--- src/rtl/arbitro_escritura_banco_pkg.sv ---
// rtl/arbitro_escritura_banco_pkg.sv - shared constants and enums for the register-bank write arbiter
package arbitro_escritura_banco_pkg;

    localparam int DATA_W   = 32;
    localparam int ADDR_W   = 5;
    localparam int NUM_REGS = 32;
    localparam int CNT_W    = 16;

    typedef enum logic {
        INIT,
        RUN
    } estado_t;

    typedef enum logic {
        REQ_ALU,
        REQ_MEM
    } req_t;

endpackage

--- src/rtl/arbitro_escritura_banco_rr2.sv ---
// rtl/arbitro_escritura_banco_rr2.sv - two-way round-robin grant with load-priority override
//
// Ports:
//   clk, rst_n    clock, asynchronous active-low reset
//   habilitar_i   arbitration enabled (RUN); no grants while low
//   req_alu_i     ALU request valid
//   req_mem_i     load request valid
//   prio_mem_i    same-address conflict: load goes first
//   gnt_alu_o     ALU granted (only ever high together with req_alu_i)
//   gnt_mem_o     load granted (only ever high together with req_mem_i)
module arbitro_rr2
    import arbitro_escritura_banco_pkg::*;
(
    input  logic clk,
    input  logic rst_n,
    input  logic habilitar_i,
    input  logic req_alu_i,
    input  logic req_mem_i,
    input  logic prio_mem_i,
    output logic gnt_alu_o,
    output logic gnt_mem_o
);

    req_t ultimo_grant_q, ultimo_grant_d;
    // ALU was valid but not granted last cycle; it must win now so the
    // load-priority override cannot starve it with back-to-back loads.
    logic alu_espero_q, alu_espero_d;

    always_comb begin
        gnt_alu_o = 1'b0;
        gnt_mem_o = 1'b0;
        if (habilitar_i) begin
            if (req_alu_i && req_mem_i) begin
                if (alu_espero_q) begin
                    gnt_alu_o = 1'b1;
                end else if (prio_mem_i) begin
                    gnt_mem_o = 1'b1;
                end else if (ultimo_grant_q == REQ_MEM) begin
                    gnt_alu_o = 1'b1;
                end else begin
                    gnt_mem_o = 1'b1;
                end
            end else begin
                gnt_alu_o = req_alu_i;
                gnt_mem_o = req_mem_i;
            end
        end
    end

    always_comb begin
        ultimo_grant_d = ultimo_grant_q;
        if (gnt_alu_o) begin
            ultimo_grant_d = REQ_ALU;
        end else if (gnt_mem_o) begin
            ultimo_grant_d = REQ_MEM;
        end
        alu_espero_d = habilitar_i & req_alu_i & ~gnt_alu_o;
    end

    always_ff @(posedge clk or negedge rst_n) begin
        if (!rst_n) begin
            ultimo_grant_q <= REQ_MEM;
            alu_espero_q   <= 1'b0;
        end else begin
            ultimo_grant_q <= ultimo_grant_d;
            alu_espero_q   <= alu_espero_d;
        end
    end

endmodule

--- src/rtl/arbitro_escritura_banco.sv ---
// rtl/arbitro_escritura_banco.sv - write-port arbiter and sequencer for the 32x32 register bank
//
// Optional feature macro: INIT_CLEAR_EN (post-reset clear of registers 1..NUM_REGS-1).
//
// Ports:
//   clk, rst_n                      clock, asynchronous active-low reset
//   alu_valid/alu_dir/alu_dato      ALU write-back request
//   alu_ready                       ALU request accepted this cycle
//   mem_valid/mem_dir/mem_dato      load write-back request
//   mem_ready                       load request accepted this cycle
//   wEnable/dirEsc/datoIn           registered bank write port
//   ocupado                         clear sequence in progress
//   cnt_conflictos                  saturating count of both-valid RUN cycles
module arbitro_escritura_banco #(
    parameter int DATA_W   = arbitro_escritura_banco_pkg::DATA_W,
    parameter int ADDR_W   = arbitro_escritura_banco_pkg::ADDR_W,
    parameter int NUM_REGS = arbitro_escritura_banco_pkg::NUM_REGS,
    parameter int CNT_W    = arbitro_escritura_banco_pkg::CNT_W
) (
    input  logic              clk,
    input  logic              rst_n,
    input  logic              alu_valid,
    input  logic [ADDR_W-1:0] alu_dir,
    input  logic [DATA_W-1:0] alu_dato,
    output logic              alu_ready,
    input  logic              mem_valid,
    input  logic [ADDR_W-1:0] mem_dir,
    input  logic [DATA_W-1:0] mem_dato,
    output logic              mem_ready,
    output logic              wEnable,
    output logic [ADDR_W-1:0] dirEsc,
    output logic [DATA_W-1:0] datoIn,
    output logic              ocupado,
    output logic [CNT_W-1:0]  cnt_conflictos
);

    import arbitro_escritura_banco_pkg::*;

    // The clear counter walks addresses 1..NUM_REGS-1 in an ADDR_W-bit register.
    if (NUM_REGS > (1 << ADDR_W)) begin : g_num_regs_invalido
        $error("NUM_REGS exceeds the address space");
    end

    logic              en_run;
    logic              clr_activo;
    logic [ADDR_W-1:0] clr_dir;

`ifdef INIT_CLEAR_EN
    estado_t           estado_q, estado_d;
    logic [ADDR_W-1:0] clr_q, clr_d;

    always_ff @(posedge clk or negedge rst_n) begin
        if (!rst_n) begin
            estado_q <= INIT;
            clr_q    <= ADDR_W'(1);
        end else begin
            estado_q <= estado_d;
            clr_q    <= clr_d;
        end
    end

    always_comb begin
        estado_d = estado_q;
        clr_d    = clr_q;
        case (estado_q)
            INIT: begin
                if (clr_q == ADDR_W'(NUM_REGS - 1)) begin
                    estado_d = RUN;
                end else begin
                    clr_d = clr_q + 1'b1;
                end
            end
            RUN:     estado_d = RUN;
            default: estado_d = INIT;
        endcase
    end

    assign clr_activo = (estado_q == INIT);
    assign clr_dir    = clr_q;
    assign en_run     = (estado_q == RUN);
`else
    assign clr_activo = 1'b0;
    assign clr_dir    = '0;
    assign en_run     = 1'b1;
`endif

    assign ocupado = clr_activo;

    logic conflicto;
    logic prio_mem;
    logic gnt_alu, gnt_mem;

    assign conflicto = alu_valid & mem_valid;
    // Same destination: the load is older in program order, so it is written
    // first and the ALU value lands last.
    assign prio_mem  = conflicto & (alu_dir == mem_dir);

    arbitro_rr2 u_rr2 (
        .clk         (clk),
        .rst_n       (rst_n),
        .habilitar_i (en_run),
        .req_alu_i   (alu_valid),
        .req_mem_i   (mem_valid),
        .prio_mem_i  (prio_mem),
        .gnt_alu_o   (gnt_alu),
        .gnt_mem_o   (gnt_mem)
    );

    assign alu_ready = gnt_alu;
    assign mem_ready = gnt_mem;

    logic              wen_q, wen_d;
    logic [ADDR_W-1:0] dir_q, dir_d;
    logic [DATA_W-1:0] dato_q, dato_d;
    logic [ADDR_W-1:0] acc_dir;
    logic [DATA_W-1:0] acc_dato;
    logic [CNT_W-1:0]  cnt_q, cnt_d;

    assign acc_dir  = gnt_mem ? mem_dir  : alu_dir;
    assign acc_dato = gnt_mem ? mem_dato : alu_dato;

    always_comb begin
        wen_d  = 1'b0;
        dir_d  = dir_q;
        dato_d = dato_q;
        if (clr_activo) begin
            wen_d  = 1'b1;
            dir_d  = clr_dir;
            dato_d = '0;
        end else if ((gnt_alu || gnt_mem) && (acc_dir != '0)) begin
            // Register 0 is hardwired: the request is consumed but never written.
            wen_d  = 1'b1;
            dir_d  = acc_dir;
            dato_d = acc_dato;
        end
    end

    always_comb begin
        cnt_d = cnt_q;
        if (en_run && conflicto && (cnt_q != '1)) begin
            cnt_d = cnt_q + 1'b1;
        end
    end

    always_ff @(posedge clk or negedge rst_n) begin
        if (!rst_n) begin
            wen_q  <= 1'b0;
            dir_q  <= '0;
            dato_q <= '0;
            cnt_q  <= '0;
        end else begin
            wen_q  <= wen_d;
            dir_q  <= dir_d;
            dato_q <= dato_d;
            cnt_q  <= cnt_d;
        end
    end

    assign wEnable        = wen_q;
    assign dirEsc         = dir_q;
    assign datoIn         = dato_q;
    assign cnt_conflictos = cnt_q;

endmodule

--- config.mk ---
export PLATFORM = sky130hd
export DESIGN_NAME = arbitro_escritura_banco
export DESIGN_NICKNAME = d
export VERILOG_FILES = /design/src/rtl/arbitro_escritura_banco_pkg.sv /design/src/rtl/arbitro_escritura_banco_rr2.sv /design/src/rtl/arbitro_escritura_banco.sv
export SDC_FILE = /design/constraint.sdc
export NUM_CORES = 1
export LEC_CHECK = 0
export CAP_MARGIN = 10
export CORE_MARGIN = 2
export CORE_UTILIZATION = 25
export CTS_BUF_LIST = sky130_fd_sc_hd__clkbuf_4 sky130_fd_sc_hd__clkbuf_8
export CTS_CLUSTER_SIZE = 24
export DETAILED_ROUTE_END_ITERATION = 12
export GPL_TIMING_DRIVEN = 0
export SYNTH_ARGS = -nofsm -noshare
export SYNTH_HDL_FRONTEND = slang
export SYNTH_SLANG_ARGS = --single-unit
--- constraint.sdc ---
create_clock -name clk -period 3.3 [get_ports clk]
set_input_delay 0.825 -clock clk [delete_from_list [all_inputs] [get_ports clk]]
set_output_delay 0.825 -clock clk [all_outputs]
set_load 0.02 [all_outputs]
==> key figures, run 1 <==
Status
  • Status: completed

Clock tree
  • Root buffer cell: clkbuf_8
  • Hold_buf cts: 0
  • Clock transition at path regs: 0.10 ns
  • H-tree depth: 2
  • Max Buffers Root-to-Sink: 2
  • Worst-Skew Late Latency: 0.31 ns
  • Clock Sinks: between 50 and 60
  • CTS tree: yes
  • CTS Buf Count: 5

Synthesis
  • Syn avg cell area: between 10 and 15 µm²
  • Register area share after synthesis: approximately half
  • Post-synth EDFFs: 0
  • Count of different cell masters after synthesis: 34
  • Post-Synthesis Cell Area: about 2800 µm²
  • Cells after Synth: approximately 220
  • Ys flop type: dfrtp_1
  • Post-synth net total: 300
  • Count of state elements after synthesis: 56
  • Post-synth ARST share: between 90% and 100%
  • Synth warn: 0

Worst setup path
  • WP buf/inv: 2
  • CP required: between 2 and 2.5 ns
  • Crit path kind: input pin to primary output
  • Worst setup SP type: input pin
  • Crit-path max cell delay: between 0.4 and 0.5 ns
  • Reg2Reg Depth: 7
  • Worst r2r dst: datoIn[31]$_DFFE_PN0P_
  • CP Cell Sequence: clkdlybuf4s50_1 > xor2_1 > nor3_4 > nand2_1 > nand2_1 > nand2_1 > and2_1 > clkbuf_2
  • R2r setup slk: 0.69 ns
  • Slowest-stage cell, CP: clkdlybuf4s50_1
  • CP arrival: 2.33 ns
  • Most common cell on crit path: nand2_1
  • Family with the most delay on the worst path: simple AND/OR/NAND/NOR gates
  • Worst setup EP type: primary output
  • R2R Path Start: u_rr2.ultimo_grant_q$_DFFE_PN1P_
  • Max FO, Critical Path: 4

Hold path
  • Hold Startpoint: cnt_conflictos[11]$_DFFE_PN0P_
  • WHS Endpoint: cnt_conflictos[11]$_DFFE_PN0P_
  • Hold Path Depth: 1
  • Worst min path class: register to register

Cells and area
  • Share of cells above drive strength 1: roughly 27%
  • Diode count: 0
  • P&R area growth vs syn: 58.7%
  • Final Net Count: between 400 and 500
  • Final instance area: 4500 µm²
  • Finished Core Util: approximately two fifths
  • Cell Count, Final, Fillers Out: between 500 and 600

Floorplan
  • Full die area: approximately 12000 µm²
  • Core area: 10900 µm²
  • Die width: 110 µm
  • Ports: approximately 140
  • Height of the die: roughly 110 µm
  • Initial Utilization: between 20 and 30%
  • Row count: 38

Power
  • Tot Pwr: between 0.002 and 0.0025 W
  • Worst IR drop on VDD: between 0.2 and 0.3 mV
  • Static Leak: approximately 1.8 nW
  • Power density over the cells: 457 nW/µm²

Drt
  • Max layer used: met4
  • Drt pass-1 iters: 4
  • DR DRC count: 0
  • Iter 0 DRT Violations: 31
  • Routed vias: about 2200
  • Routed wire length: around 7400 µm
  • Routed len/inst: between 10 and 15 µm
  • Vias/cell: 4.38
  • Met2 wire length: ~3900 µm
  • Routed Antenna Nets: 0
  • Met1 Wirelength: about 3100 µm
  • WL met3: between 300 and 400 µm

Global routing
  • First-pass GRT wire length: 12400 µm
  • Largest net degree at the start of global routing: 31
  • Total global routing overflow: 0
  • GR Util All Layers: around an eighth
  • Vias in the first global route: around 2500
  • Initial antenna violation count: 0

Placed design
  • GP Congestion: between 0.7 and 0.8
  • Inst Count DP: between 400 and 500
  • I/O Buffers: about 130
  • Detailed placer's ending HPWL: 5730 µm
  • Placed cell areas: roughly 4400 µm²

Timing
  • Final setup vio count: 0
  • Setup TNS: 0 ns
  • Final hold vios: 0
  • Slew Limit Headroom: between 50% and 60%
  • Fmax achieved: 316 MHz
  • Setup Skew: just under 0.009 ns
  • Worst Max-Slew Pin Slew: 0.649 ns
  • Final worst path period need: approximately 3.2 ns
  • RSZ-0062 raised after global routing: false
  • Fin. max-slew vios: 0
  • Final period util: a little over nine tenths

Flow run
  • # Max-Cap Violations: 0
[how the worst max path moves through the flow]
stage,endpoint,cells after the start,start,slack (ns)
floorplan,mem_ready,5,mem_dir[3],0.54
global placement,mem_ready,7,alu_valid,-0.81
detailed placement,mem_ready,7,alu_valid,-0.81
CTS,alu_ready,8,mem_dir[3],0.01
global route,datoIn[31]$_DFFE_PN0P_,8,mem_dir[0],0.008
finish,alu_ready,8,mem_dir[3],0.14
[power by group]
part	leakage (nW)	switching [W]	internal (W)
logic	1.09	0.000314	0.000405
registers	0.680	0.0000809	0.000788
clock network	0.0548	0.000239	0.000229
[through the flow]
stage | worst slack, ns | hold WS, ns
3_5_place_dp | -0.815 | 0.488
4_1_cts | 0.0109 | 0.519
5_1_grt | 0.00824 | 0.525
2_1_floorplan | 0.537 | 0.479
3_3_place_gp | -0.811 | 0.474
6_report | 0.140 | 0.511
[cell type report]
type | instances | area, µm²
inverters | 3 | 11.3
well taps | 140 | 175
multi-input cells | 155 | 1370
repair buffers | 137 | 1360
fillers | 1050 | 6440
clock buffers | 5 | 68.8
clock inverters | 3 | 46.3
flip-flops and latches | 56 | 1400
plain buffers | 7 | 62.6
[worst reg2reg max path, stage by stage, from the launching register on]
cell and delay [ns]:
dfstp_2 0.56, o21ai_0 0.10, and2_1 0.21, a31oi_4 0.19, buf_4 0.22, clkbuf_1 0.53
mux2_2 0.42, mux2_2 0.26
[registers in the layout, indices dropped and copies added, names as in the netlist]
name	flops
datoIn	32
cnt_conflictos	16
dirEsc	5
u_rr2.alu_espero_q	1
u_rr2.ultimo_grant_q	1
wEnable	1
[timing repair]
| item | CTS | global route |
|---|---|---|
| buffers inserted | 3 | 0 |
| pin swaps | 2 | 0 |
| setup endpoints to repair | 30 | 2 |
| gates resized for setup | 10 | 2 |
[cell usage after synthesis (2+ instances only)]
cell      instances  area [µm²]
inv_1             3        11.3
mux2_2           70         788
nand4_1           9        56.3
dfrtp_1          55        1380
nand3_1           3        15.0
clkbuf_1          3        11.3
xor2_1           10        87.6
a21oi_1           4        20.0
and2_1            2        12.5
nand2_1          14        52.6
nor3_1            4        20.0
nor2_1            8        30.0
buf_6             3        33.8
nor4_1            2        12.5
a31oi_4           2        42.5
xnor2_1          10        87.6
and3_1            2        12.5
[routing by layer]
| layer | vias to the layer above | global-route usage [%] |
|---|---|---|
| met5 | - | 0 |
| met4 | 0 | 3.08 |
| met3 | 4 | 2.25 |
| met2 | 64 | 22.5 |
| met1 | 1075 | 15.0 |
| li1 | 1074 | - |
[cell usage in the layout (no fill, tap or decap), types with 3 or more instances in the layout]
cell type and instances:
buf_6 3, clkbuf_8 6, nand4_1 9, xnor2_1 10, nand3_1 3, buf_4 4
nand2_1 14, nor2_1 7, inv_1 3, clkdlybuf4s50_1 129, a21oi_1 4, dfrtp_1 55
nor3_1 4, mux2_2 70, xor2_1 10
[kinds of logic after synthesis]
family          after synthesis  synth area share [%]
buf+inv                      10                  2.25
fa+ha+maj                     1                 0.441
compound gates               12                  3.71
simple gates                 48                  8.70
flops                        56                  49.5
xor+xnor                     20                  6.18
mux                          73                  29.1
other cells                   1                 0.132
(Power assumes the default switching activity.)
==> inputs of run 2 (changes only) <==
--- a/config.mk
+++ b/config.mk
@@ -6,7 +6,7 @@
 export NUM_CORES = 1
 export LEC_CHECK = 0
 export CAP_MARGIN = 10
-export CORE_MARGIN = 2
+export CORE_MARGIN = 1.5
 export CORE_UTILIZATION = 25
 export CTS_BUF_LIST = sky130_fd_sc_hd__clkbuf_4 sky130_fd_sc_hd__clkbuf_8
 export CTS_CLUSTER_SIZE = 24
@@ -14,4 +14,5 @@
 export GPL_TIMING_DRIVEN = 0
 export SYNTH_ARGS = -nofsm -noshare
 export SYNTH_HDL_FRONTEND = slang
+export SYNTH_HIERARCHICAL = 1
 export SYNTH_SLANG_ARGS = --single-unit
==> key figures, run 2 <==
Power
  • Static Leak: slightly below 2 nW
  • Power density over the cells: 508 nW/µm²
  • Tot Pwr: 0.00239 W
  • Worst IR drop on VDD: between 0.2 and 0.25 mV

Timing
  • Fin. max-slew vios: 0
  • Final hold vios: 0
  • Fmax achieved: 316 MHz
  • Setup Skew: roughly 0.0062 ns
  • Worst setup margin: between 0.1 and 0.15 ns
  • Final setup vio count: 0
  • RSZ-0062 raised after global routing: false
  • Final period util: between 90% and 100%
  • Slew Limit Headroom: around three fifths
  • Worst Max-Slew Pin Slew: roughly 0.61 ns
  • Final worst path period need: around 3.2 ns

Floorplan
  • Full die area: 12400 µm²
  • Die width: approximately 110 µm
  • Ports: 135
  • Core area: about 11000 µm²
  • Height of the die: roughly 110 µm
  • Initial Utilization: 25.7%
  • Row count: 39

Synthesis
  • Synth area leader: dfrtp_1
  • Post-synth ARST share: 100%
  • Synth warn: 6
  • Commonest cells post-synth: mux2_2, dfrtp_1, mux2_4
  • Count of state elements after synthesis: 56
  • Synth area leaders: dfrtp_1, mux2_2, mux2_4
  • Synth top area share: a little under half
  • Ys flop type: dfrtp_1
  • Cell with the most instances after synthesis: mux2_2
  • Post-synth EDFFs: 0
  • Count of different cell masters after synthesis: 32
  • Syn avg cell area: roughly 13 µm²
  • Cells after Synth: 230
  • Post-Synthesis Cell Area: 2940 µm²
  • Register area share after synthesis: 47.8%

Global routing
  • Largest net degree at the start of global routing: 34
  • Vias in the first global route: between 2000 and 3000
  • GR Util All Layers: between 10% and 20%
  • Initial antenna violation count: 0
  • Total global routing overflow: 0
  • First-pass GRT wire length: 12700 µm

Status
  • Status: completed

Cells and area
  • Commonest non-fill, non-tap cell in the layout: clkdlybuf4s50_1
  • Diode count: 0
  • Max reg flops: 32
  • Most frequent cells in the layout: clkdlybuf4s50_1, mux2_2, dfrtp_1
  • P&R area growth vs syn: 60.1%
  • Share of cells above drive strength 1: 28.6%
  • Area occupied by multi-input gates: ~1500 µm²
  • Filler cell count: roughly 1100
  • Final Net Count: roughly 460
  • Register Area: ~1400 µm²

Drt
  • Iter 0 DRT Violations: between 50 and 60
  • Drt pass-1 iters: 4
  • Vias/cell: about 4.5
  • Routed vias: about 2300
  • DR DRC count: 0
  • Routed len/inst: between 10 and 15 µm
  • Routed wire length: about 7500 µm
  • Routed Antenna Nets: 0

Clock tree
  • Worst-Skew Late Latency: slightly above 0.3 ns
  • Hold_buf cts: 0
  • Max Buffers Root-to-Sink: 2
  • Clock Sinks: 56
  • Clock transition at path regs: about 0.11 ns
  • Root buffer cell: clkbuf_8
  • H-tree depth: 2
  • CTS tree: yes
  • CTS Buf Count: 5

Hold path
  • Worst min path class: input pin to async pin

Worst setup path
  • CP required: 2.47 ns
  • Worst setup SP type: input pin
  • Worst r2r dst: cnt_conflictos[1]$_DFFE_PN0P_
  • Critical path origin: mem_dir[3]
  • R2R Path Start: cnt_conflictos[0]$_DFFE_PN0P_
  • CP arrival: between 2 and 2.5 ns
  • Crit path to: mem_ready
  • R2r setup slk: 1.34 ns
  • Crit path kind: input pin to primary output
  • Worst setup EP type: primary output
  • Max FO, Critical Path: 3
  • Reg2Reg Depth: 5

Placed design
  • I/O Buffers: roughly 130
  • Detailed placer's ending HPWL: roughly 5500 µm
  • GP Congestion: 0.758
  • Setup WS pre-CTS: -0.668 ns

Flow run
  • # Max-Cap Violations: 0
## run 2: critical path, stage by stage
cell             delay [ns]
clkdlybuf4s50_1        0.53
xnor2_1                0.14
nand4_1                0.15
nor3_2                 0.13
nand2b_4               0.16
nand2_2                0.08
a21oi_4                0.18
buf_6                  0.14
## run 2: worst min path at each step
| stage | depth (start not counted) | endpoint | startpoint |
|---|---|---|---|
| after global routing | 1 | cnt_conflictos[9]$_DFFE_PN0P_ | rst_n |
| final | 1 | cnt_conflictos[9]$_DFFE_PN0P_ | rst_n |
| after floorplan | 2 | u_rr2/ultimo_grant_q$_DFFE_PN1P_ | u_rr2/ultimo_grant_q$_DFFE_PN1P_ |
| after CTS | 1 | cnt_conflictos[9]$_DFFE_PN0P_ | rst_n |
| after global placement | 1 | datoIn[16]$_DFFE_PN0P_ | datoIn[16]$_DFFE_PN0P_ |
| after detailed placement | 1 | datoIn[28]$_DFFE_PN0P_ | datoIn[28]$_DFFE_PN0P_ |
## run 2: kinds of logic after synthesis
group	after synthesis	share of synthesized area, %
xor gates and xnor gates	15	4.48
muxes	77	32.1
other	2	0.256
and+or+nand+nor	52	9.46
buffers and inverters	13	2.64
adders and majority gates	1	0.426
AOI/OAI and AO/OA	14	2.90
DFF	56	47.8
## run 2: per-layer routing
layer  wire length (µm)  global-route usage, %  share of wire [%]  up-vias
li1                   -                      -                  -     1121
met1               3270                   15.9                 44     1132
met2               3510                   20.4                 47       87
met3                604                   4.30                8.1        6
met4                 72                   3.04               0.97        0
met5                  0                      0                  0        -
## run 2: stage by stage
stage	area (µm²)	hold WS (ns)	util (%)	setup TNS, ns	std cells
floorplan	2950	0.500	-	0	233
global placement	4460	0.490	39.1	-43.96	509
detailed placement	4480	0.492	39.2	-17.28	510
CTS	4610	0.499	40.4	0	518
global route	4700	0.539	41.2	0	524
finish	4700	0.487	41.2	0	524
## run 2: final cells by class
| class | count | share of cell area, % |
|---|---|---|
| multi-input combinational | 164 | 31.9 |
| sequential | 56 | 29.8 |
| timing repair buffer | 140 | 29.8 |
| tap | 143 | 3.81 |
| buffer | 11 | 1.97 |
| clock buffer | 5 | 1.46 |
| clock inverter | 3 | 1.01 |
| inverter | 2 | 0.160 |
## run 2: timing repair
item | in CTS | in global routing
gates resized for setup | 14 | 14
pin swaps | 1 | 4
buffers inserted | 0 | 6
setup endpoints to repair | 22 | 30
## run 2: where the power goes
part / switching, W / internal, W
registers: 0.000110 / 0.000838
clock network: 0.000240 / 0.000229
logic: 0.000412 / 0.000559
total: 0.000762 / 0.00163
==> patch: new RTL, settings of run 1 <==
Build with the macro `INIT_CLEAR_EN` defined.
--- a/src/rtl/arbitro_escritura_banco.sv
+++ b/src/rtl/arbitro_escritura_banco.sv
@@ -12,4 +12,6 @@
 //   ocupado                         clear sequence in progress
 //   cnt_conflictos                  saturating count of both-valid RUN cycles
+`define INIT_CLEAR_EN
+
 module arbitro_escritura_banco #(
     parameter int DATA_W   = arbitro_escritura_banco_pkg::DATA_W,
Formal check against the unedited RTL: not equivalent (Yosys sat finds a counterexample within 4 cycles, from zero or initial values and one cycle with rst_n low).
==> patch against run 1 <==
Design area grew 11%; fmax shrank 0.90%; count of clock-buffer cells in the layout grew 5; sequential cell count grew 6; synthesized area grew 12%; total power grew 24%; die area grew 11%; worst hold slack lost 0.051 ns; utilization shrank 1.2 points; wire length grew 39%; first-iteration DRC count grew to 5.8 times the old value; worst setup slack lost 0.029 ns; synthesized cell count grew 43%; critical path depth shrank 1.
==> patch: results <==
metrics = {
    "grt": {
        "grt_pass1_wl_um": 15800,
        "grtUsageTotal": 0.150,
        "antenna_found_initial": 3,
        "grt_pass1_vias": 3146,
    },
    "clock_network": {
        "insertion_delay_ns": 0.35,
        "cts-buffers-inserted": 9,
        "cts_max_level": 3,
        "clk_pin_slew_ns": 0.08,
        "root_buffer": "clkbuf_8",
    },
    "final_layout": {
        "instances_no_fill": 642,
        "finalNetCount": 544,
        "fill_cells": 1234,
        "drive_gt1_frac": 0.0855,
    },
    "synthesis": {
        "synth_common_cells": "dfrtp_1, nand2_1, nor2_1",
        "synth_cells": 317,
        "synth.distinct_cells": 36,
        "syn_nets": 398,
        "synthAdderAreaFrac": 0.0119,
        "ys_seq_area_frac": 0.491,
        "synth_area_leaders": "dfrtp_1, o2111a_1, nand2_1, a221o_1, xnor2_1",
        "synth_compound_area_frac": 0.166,
        "muxShareOfSynthArea": 0.00356,
    },
    "sta": {
        "max-slew-margin-rel": 0.459,
    },
    "setup_path": {
        "critical_path.max_stage_delay_ns": 0.50,
        "arrival_ns": 2.36,
        "cp_max_fo": 19,
        "cp_top_family": "buffers and inverters",
    },
    "route": {
        "avgViaCountPerCell": 4.72,
        "drtIter0Drc": 179,
        "routed_wl_um": 10300,
    },
    "place": {
        "place_area_um2": 4720,
        "dp_worst_setup_slack_ns": -1.05,
        "io_buffer_count": 134,
        "dpl.hpwl_um": 7370,
    },
    "run_status": {
        "status": "complete, no violations",
    },
    "power": {
        "p_leak_nw": 2.00,
    },
}
patch: worst paths after layout:
path	startpoint	endpoint	slack [ns]	cells past startpoint
worst max-delay path	mem_dir[2]	mem_ready	0.11	7
worst min-delay path	u_rr2.alu_espero_q	u_rr2.alu_espero_q	0.46	1
worst max register to register	en_run	cnt_conflictos[13]	0.89	6
worst min register to register	u_rr2.alu_espero_q	u_rr2.alu_espero_q	0.46	1
max in group asynchronous	rst_n	datoIn[4]	2.19	1
min in group asynchronous	rst_n	cnt_conflictos[6]	0.56	1
patch: report_power, final:
group | internal (mW) | total (mW) | switching (mW)
logic | 0.457 | 0.891 | 0.433
clock network | 0.354 | 0.673 | 0.319
registers | 0.886 | 0.978 | 0.0920
total | 1.70 | 2.54 | 0.844
patch: repair_timing:
| action | 4_1_cts | 5_1_grt |
|---|---|---|
| endpoints found under the setup margin | 2 | 2 |
| hold endpoints to repair | 0 | 0 |
| pin swaps | 3 | 1 |
| gates resized for setup | 16 | 9 |
| buffers inserted | 2 | 0 |
patch: per-stage QoR:
| stage | hold slack, ns | utilization | total power, mW | TNS, ns |
|---|---|---|---|---|
| final | 0.460 | 0.399 | 2.54 | 0 |
| after floorplan | 0.428 | - | 1.42 | 0 |
| after global placement | 0.449 | 0.379 | 1.87 | -48.78 |
| after global routing | 0.487 | 0.399 | 2.68 | 0 |
| after CTS | 0.468 | 0.396 | 2.57 | -0.0204 |
| after detailed placement | 0.458 | 0.378 | 1.88 | -2.96 |
patch: area by class of cell:
cell class | count | area [µm²] | area share
Clock inverter | 6 | 62.6 | 0.0126
Tap cell | 172 | 215 | 0.0432
Buffer | 21 | 106 | 0.0214
Inverter | 7 | 26.3 | 0.00528
Sequential cell | 62 | 1550 | 0.312
Timing Repair Buffer | 136 | 1350 | 0.272
Multi-Input combinational cell | 226 | 1520 | 0.306
Antenna cell | 2 | 5.00 | 0.00101
Clock buffer | 10 | 131 | 0.0264
patch: worst reg2reg max path: stages, from the launching register on:
cell and delay (ns):
dfrtp_1 0.37, clkbuf_1 0.43, nand3_1 0.28, a41oi_1 0.48, clkbuf_1 0.41, nand4_1 0.18
xnor2_1 0.15
patch: kinds of logic (layout without fill, tap and decap cells):
family / after synthesis / count (layout)
AOI/OAI and AO/OA: 54 / 54
xor gates and xnor gates: 22 / 22
adders and majority gates: 3 / 3
buffers and inverters: 29 / 180
DFF: 62 / 62
muxes: 1 / 1
other: 0 / 2
and+or+nand+nor: 146 / 146
patch: layer usage:
metal / part of all wire / vias to the layer above / GRT usage / wire length [µm]
li1: - / 1448 / - / -
met1: 0.43 / 1471 / 0.187 / 4450
met2: 0.48 / 99 / 0.248 / 4900
met3: 0.077 / 11 / 0.0467 / 786
met4: 0.010 / 2 / 0.0508 / 106
met5: 0.0013 / - / 0 / 13
